## src/rtl/block_memory_arbiter.sv

```systemverilog
// -----------------------------------------------------------------------------
// block_memory_arbiter
//
// Shares one single-port block_memory between two requesters. Port 0 is the
// CPU data path and port 1 is the program loader / debug port. Requests are
// arbitrated round-robin. Only one transaction is in flight at a time.
// A store that does not cover the whole word is done as read-modify-write,
// so the bytes outside the mask keep their old value.
//
// Ports
//   clk, reset_n            clock (rising edge), asynchronous active-low reset
//   req/we/mask/addr/wdataN requester N command. It must be held until doneN.
//   doneN                   one-cycle completion pulse for requester N
//   rdataN                  last read result for requester N
//   mem_*                   interface to block_memory. Reads return data one
//                           cycle after mem_read_enable.
//   busy                    high while a transaction is in progress
//   grant                   port that owns the current or most recent
//                           transaction
// -----------------------------------------------------------------------------
module block_memory_arbiter #(
  parameter int ADDRESS_SIZE = 10
) (
  input  logic                    clk,
  input  logic                    reset_n,

  input  logic                    req0,
  input  logic                    we0,
  input  logic [3:0]              mask0,
  input  logic [ADDRESS_SIZE-1:0] addr0,
  input  logic [31:0]             wdata0,
  output logic                    done0,
  output logic [31:0]             rdata0,

  input  logic                    req1,
  input  logic                    we1,
  input  logic [3:0]              mask1,
  input  logic [ADDRESS_SIZE-1:0] addr1,
  input  logic [31:0]             wdata1,
  output logic                    done1,
  output logic [31:0]             rdata1,

  output logic                    mem_read_enable,
  output logic                    mem_write_enable,
  output logic [ADDRESS_SIZE-1:0] mem_address,
  output logic [31:0]             mem_write_data,
  input  logic [31:0]             mem_read_data,

  output logic                    busy,
  output logic                    grant
);

  typedef enum logic [2:0] {
    IDLE     = 3'd0,
    RD_ISSUE = 3'd1,
    RD_WAIT  = 3'd2,
    WR       = 3'd3,
    RESP     = 3'd4
  } state_t;

  state_t                  state_q, state_d;
  logic                    port_q, port_d;       // port owning the transaction
  logic                    last_q, last_d;       // last granted port (tie-break)
  logic                    we_q, we_d;
  logic [3:0]              mask_q, mask_d;
  logic [ADDRESS_SIZE-1:0] addr_q, addr_d;
  // Holds the write data. For an RMW it is replaced by the merged word in
  // RD_WAIT, so WR always drives this register for both write kinds.
  logic [31:0]             data_q, data_d;
  logic [31:0]             rdata0_q, rdata0_d;
  logic [31:0]             rdata1_q, rdata1_d;

  logic [31:0]             merge_word;
  logic                    sel;

  // Byte-wise merge: masked lanes come from the new data and the other lanes
  // come from the word just read.
  for (genvar gi = 0; gi < 4; gi++) begin : g_merge
    assign merge_word[8*gi +: 8] = mask_q[gi] ? data_q[8*gi +: 8]
                                              : mem_read_data[8*gi +: 8];
  end

  // If both ports request, the port not granted last time wins.
  assign sel = (req0 && req1) ? ~last_q : req1;

  always_comb begin
    state_d  = state_q;
    port_d   = port_q;
    last_d   = last_q;
    we_d     = we_q;
    mask_d   = mask_q;
    addr_d   = addr_q;
    data_d   = data_q;
    rdata0_d = rdata0_q;
    rdata1_d = rdata1_q;

    unique case (state_q)
      IDLE: begin
        if (req0 || req1) begin
          port_d = sel;
          last_d = sel;
          we_d   = sel ? we1    : we0;
          mask_d = sel ? mask1  : mask0;
          addr_d = sel ? addr1  : addr0;
          data_d = sel ? wdata1 : wdata0;
          if (!we_d)                  state_d = RD_ISSUE;
          else if (mask_d == 4'b1111) state_d = WR;
          else if (mask_d == 4'b0000) state_d = RESP;  // nothing to store
          else                        state_d = RD_ISSUE; // read-modify-write
        end
      end
      RD_ISSUE: state_d = RD_WAIT;
      RD_WAIT: begin
        if (we_q) begin
          data_d  = merge_word;
          state_d = WR;
        end else begin
          if (port_q) rdata1_d = mem_read_data;
          else        rdata0_d = mem_read_data;
          state_d = RESP;
        end
      end
      WR:      state_d = RESP;
      RESP:    state_d = IDLE;
      default: state_d = IDLE;
    endcase
  end

  always_ff @(posedge clk or negedge reset_n) begin
    if (!reset_n) begin
      state_q  <= IDLE;
      port_q   <= 1'b0;
      last_q   <= 1'b1;   // so that port 0 wins the first tie
      we_q     <= 1'b0;
      mask_q   <= 4'b0000;
      addr_q   <= '0;
      data_q   <= 32'h0;
      rdata0_q <= 32'h0;
      rdata1_q <= 32'h0;
    end else begin
      state_q  <= state_d;
      port_q   <= port_d;
      last_q   <= last_d;
      we_q     <= we_d;
      mask_q   <= mask_d;
      addr_q   <= addr_d;
      data_q   <= data_d;
      rdata0_q <= rdata0_d;
      rdata1_q <= rdata1_d;
    end
  end

  // All strobes decode from registered state only, so no req input has a
  // combinational path to the memory or the requester outputs.
  assign mem_read_enable  = (state_q == RD_ISSUE);
  assign mem_write_enable = (state_q == WR);
  assign mem_address      = addr_q;
  assign mem_write_data   = data_q;
  assign busy             = (state_q != IDLE);
  assign grant            = port_q;
  assign done0            = (state_q == RESP) && !port_q;
  assign done1            = (state_q == RESP) &&  port_q;
  assign rdata0           = rdata0_q;
  assign rdata1           = rdata1_q;

endmodule

```

## config.mk

```make
export PLATFORM = sky130hd
export DESIGN_NAME = block_memory_arbiter
export DESIGN_NICKNAME = d
export VERILOG_FILES = /design/src/rtl/block_memory_arbiter.sv
export SDC_FILE = /design/constraint.sdc
export NUM_CORES = 1
export LEC_CHECK = 0
export ABC_AREA = 0
export CORE_MARGIN = 2
export CORE_UTILIZATION = 40
export CTS_CLUSTER_DIAMETER = 30
export DETAILED_ROUTE_END_ITERATION = 10
export GPL_TIMING_DRIVEN = 0
export PLACE_DENSITY = 0.78
export SLEW_MARGIN = 20
export SYNTH_ARGS = -nofsm -noshare
export SYNTH_HDL_FRONTEND = slang
export SYNTH_SLANG_ARGS = --single-unit
```

## constraint.sdc

```tcl
create_clock -name clk -period 3.05 [get_ports clk]
set_input_delay 0.305 -clock clk [delete_from_list [all_inputs] [get_ports clk]]
set_output_delay 0.305 -clock clk [all_outputs]
set_load 0.1 [all_outputs]
```

==> results of run 1 <==
-- layer usage --
metal	part of all wire	track usage	up-vias
met5	0	0	-
met4	0.028	0.112	0
met3	0.077	0.0748	40
met2	0.51	0.447	248
met1	0.39	0.290	2442
li1	-	-	2244
-- Yosys cell counts, drive strengths merged (2+ instances only) --
cell type    n  area share
dfrtp      115        0.55
nand2       97       0.070
mux2        64        0.14
a31oi       50       0.059
nor2        50       0.036
o22a        32       0.053
buf         18       0.022
clkbuf      17       0.012
a21oi        5       0.013
nor3         5      0.0069
or4b         4      0.0076
inv          2      0.0014
nor2b        2      0.0024
nor4         2      0.0024
o21ai        2      0.0019
o22ai        2      0.0024
-- state kept, by name, indices dropped and copies added, names as in the netlist --
signal and flops:
rdata0 32, grant 1, mem_address 10, rdata1 32, we_q 1, mem_write_data 32
state_q 3, mask_q 4, last_q 1
-- cells in the final DEF, fill, tap and decap left out, drive strengths merged, types with 2 or more instances in the layout --
cell / synthesis / final
clkbuf: 17 / 42
dfrtp: 115 / 115
nor3: 5 / 5
nor2: 50 / 50
mux2: 64 / 64
o22a: 32 / 32
nor4: 2 / 2
a31oi: 50 / 50
o22ai: 2 / 2
clkdlybuf4s50: 0 / 240
or4b: 4 / 4
nand2: 97 / 97
o21ai: 2 / 2
a21oi: 5 / 5
buf: 18 / 20
nor2b: 2 / 2
inv: 2 / 2
-- kinds of logic (layout without fill, tap and decap cells) --
logic type,after synthesis,in the layout,share of synthesized area
flip-flops,116,116,0.551
AND/OR/NAND/NOR,168,168,0.137
multiplexers,65,65,0.139
AO/OA/AOI/OAI,95,95,0.137
buffers and inverters,37,305,0.0361
-- worst paths after layout --
path | endpoint | slack (ps) | from
worst max-delay path | busy | 170 | state_q[1]
worst min-delay path | mem_address[7] | 370 | reset_n
worst max register to register | mem_write_data[29] | 930 | last_q
worst min register to register | mem_write_data[31] | 480 | mem_write_data[31]
max in group asynchronous | rdata0[21] | 1970 | reset_n
min in group clk | mem_address[6] | 470 | addr1[6]
-- what timing repair did --
action,in CTS,in global routing
endpoints found under the setup margin,0,0
hold endpoints to repair,33,0
setup buffers,0,0
hold buffers,1,0
-- stage by stage --
stage	area (um^2)	instances	setup WS, ps
2_1_floorplan	5290	481	87.6
3_3_place_gp	7920	894	-2660
3_5_place_dp	7950	895	529
4_1_cts	8450	921	176
5_1_grt	8450	921	46.2
6_report	8450	921	172
-- cell type report --
cell class	instances	share of cell area
buffer	35	0.0216
clock buffer	25	0.0586
inverter	2	0.000888
multi-input combinational	328	0.260
sequential	116	0.344
tap	172	0.0255
timing repair buffer	243	0.290
==> run summary, run 1 <==
status: finished, final reports clean
Reg clk slew, reported paths: 50 ps
number of synthesized flops with an enable pin: 0
Mapped Avg Cell Area: 11.0 um^2
WL/cell: 19.6 um
#FFs+latches synth: 116
Final TNS setup: 0 ps
CP Max Fanout: 10
Synth Net Count: 611
HP Class: input port to asynchronous set/reset pin
CORE AREA: 12700 um^2
clk buf depth: 2
DIE WIDTH: 119 um
cell family with most CP delay: buffers and inverters
fin crit share: 0.943
startpoint class of the critical path: flop
Routed Wire Length: 18000 um
Ports: 242
yosys warns: 0
RSZ-0062 raised after global routing: no
area of the multi-input gates: 2200 um^2
Critical Path End Type: output port
slew margin rel.: 0.312
Total Routing Usage GR: 0.256
Clock Latency Late Sink: 400 ps
Final Hold Vio Count: 0
CTS root buf: clkbuf_16
register area: 2900 um^2
critical path cell sequence: buf_2, nor3_1, inv_1, clkdlybuf4s50_1
area grow syn2layout: 60.4%
register area share after synthesis: 0.551
slowest library cell on the worst path: clkdlybuf4s50_1
TritonCTS Buffers: 17
drt first pass iters: 7
post-cts resize count: 0
post-synthesis cell count: 481
total of max-cap violations: 0
vias in the first global route: 5274
Util after Layout: 0.664
clock skew: 6.64 ps
Port-buffer cells: 241
post-layout net count: 873
Post-DRT Antenna Nets: 0
initial drt markers: 310
Routability Congestion: 0.829
CP bufs+invs: 3
Post-synth top flop: dfrtp_1
Initial Util: 0.414
worst path arrival time: 2570 ps
first-pass GRT wire length: 28000 um
largest net degree at the start of global routing: 84
Num Clock Sinks: 116
Worst Max-Slew Pin Slew: 1030 ps
WS Path Type: flop to output port
ratio of cells with drive above 1 in the final layout: 0.152
cell area after synthesis: 5270 um^2
vias per cell: 5.40
Async S/R FF share, synth: 1.00
vias post-DR: 4974
fillers: 1072
gr ovfl total: 0
worst r2r path cells: 6
highest clock rate: 348 MHz
WP data required: 2740 ps
DP HPWL: 13600 um
# DRC: 0
minimum clock period: 2880 ps
max incr delay on CP: 1000 ps
count of different cell masters after synthesis: 39
row count: 41
initial antenna violation count: 0
CTS tree: yes
WHS: 366 ps
Chip Height: 119 um
setup violators final: 0
Final Max Slew Viols: 0
# diodes: 0
die area: 14100 um^2
cell depth of the worst setup path: 4
H-Tree Depth: 4
Power of run 1 is not shown: default switching activity piles up to over one toggle a cycle in this logic, so the estimate is an artifact.
==> run 2: changes to the inputs <==
- CELL_PAD_IN_SITES_DETAIL_PLACEMENT: default -> 1
- CELL_PAD_IN_SITES_GLOBAL_PLACEMENT: default -> 2
- CORE_UTILIZATION: 40 -> 26
- PLACE_DENSITY: 0.78 -> default
- PLACE_DENSITY_LB_ADDON: default -> 0.1
==> run 2 against run 1 <==
Compared with the run above:
- utilization down 23 points
- via count shrank 2.5%
- global-route usage down 6.0 points
- critical path depth shrank 1
- non-clock buffer count is the same
- routed wire length grew 13%
- design area increased by 3.0%
- sequential cell count stayed put
- clock-buffer cell count fell by 2
- register-to-register slack improved by 40 ps
- fmax grew 3.2%
==> run summary, run 2 (synthesis gave the netlist of run 1 again) <==
status: finished, final reports clean
ratio of cells with drive above 1 in the final layout: 0.161
total of max-cap violations: 0
Routability Congestion: 0.771
Initial Util: 0.263
cell family with most CP delay: buffers and inverters
minimum clock period: 2790 ps
WL/cell: 19.8 um
row count: 52
Routed Wire Length: 20300 um
Chip Height: 146 um
most common cell after layout, fill and taps aside: clkdlybuf4s50_1
initial drt markers: 93
clk buf depth: 2
first-pass GRT wire length: 31900 um
highest clock rate: 359 MHz
critical path cell sequence: buf_2, nor4b_2, clkdlybuf4s50_1
fillers: 2234
vias in the first global route: 5373
CTS root buf: clkbuf_16
Ports: 242
Post-DRT Antenna Nets: 0
startpoint class of the critical path: flop
WS Path Type: flop to output port
initial antenna violation count: 0
setup violators final: 0
# diodes: 0
most frequent cells in the layout: clkdlybuf4s50_1 (239), dfrtp_1 (115), nand2_1 (96), mux2_2 (61)
CTS tree: yes
DP HPWL: 15000 um
# DRC: 0
Critical Path End Type: output port
max incr delay on CP: 1170 ps
drt first pass iters: 4
area grow syn2layout: 65.3%
Worst Max-Slew Pin Slew: 1050 ps
DIE WIDTH: 146 um
Final TNS setup: 0 ps
slowest library cell on the worst path: clkdlybuf4s50_1
HP Class: input port to asynchronous set/reset pin
H-Tree Depth: 4
gr ovfl total: 0
worst path arrival time: 2480 ps
RSZ-0062 raised after global routing: no
clock skew: 8.60 ps
Final Hold Vio Count: 0
Num Clock Sinks: 116
die area: 21400 um^2
largest net degree at the start of global routing: 69
CORE AREA: 20000 um^2
CP bufs+invs: 2
post-layout net count: 873
fin crit share: 0.914
CP Max Fanout: 10
Reg clk slew, reported paths: 60 ps
TritonCTS Buffers: 17
WP data required: 2740 ps
Total Routing Usage GR: 0.196
vias per cell: 4.73
Port-buffer cells: 241
vias post-DR: 4851
slew margin rel.: 0.297
Clock Latency Late Sink: 420 ps
Final Max Slew Viols: 0
## run 2: changes by cell type in the layout (fill, tap and decap cells not counted)
cell / previous run / this run
bufinv_16: 0 / 4
clkbuf_1: 20 / 19
clkinvlp_4: 0 / 2
dlymetal6s2s_1: 0 / 1
clkdlybuf4s50_1: 240 / 239
clkinv_2: 0 / 3
clkbuf_8: 4 / 3
## run 2: worst paths after layout
path                       slack (ps)  cells past startpoint  startpoint        endpoint
hold reg to reg                   490                      1   rdata0[5]       rdata0[5]
max in group asynchronous        1920                      3     reset_n      rdata0[23]
hold / removal                    410                      2     reset_n      rdata1[27]
setup / recovery                  260                      3  state_q[1]           done0
min in group clk                  440                      3    addr0[5]  mem_address[5]
setup reg to reg                  970                      6      last_q  mem_address[9]
## run 2: through the flow
stage,std cells,instance area [um^2],hold slack [ps],utilization,worst slack (ps)
after floorplan,481,5290,9.41,-,87.6
after global placement,992,8040,471,0.401,-3190
after detailed placement,993,8070,284,0.403,529
after CTS,1026,8710,419,0.435,146
after global routing,1026,8710,449,0.435,117
final,1026,8710,405,0.435,263
## run 2: final cells by class
class,instances,area [um^2],area share
inverter,2,7.51,0.000862
clock buffer,23,478,0.0549
buffer,35,183,0.0210
timing repair buffer,243,2450,0.282
multi-input combinational,328,2200,0.252
clock inverter,9,150,0.0172
tap,270,338,0.0388
sequential,116,2900,0.333
## run 2: layer usage
metal / track usage / share of wire / wire, um
met1: 0.248 / 0.45 / 9100
met2: 0.316 / 0.46 / 9410
met3: 0.0691 / 0.073 / 1490
met4: 0.0621 / 0.016 / 320
met5: 0 / 0 / 0
## run 2: what timing repair did
action,in CTS,in global routing
setup buffers,0,0
hold buffers,1,0
setup endpoints to repair,0,1
resized for setup,0,1
endpoints found under the hold margin,47,0
Power of run 2 is left out for the same reason.
==> run 3: changes to the inputs <==
- CTS_CLUSTER_DIAMETER: 30 -> 40
==> results of run 3 <==
Final layout, timing and power as in run 2 (identical DEF).
Power of run 3 is left out for the same reason.
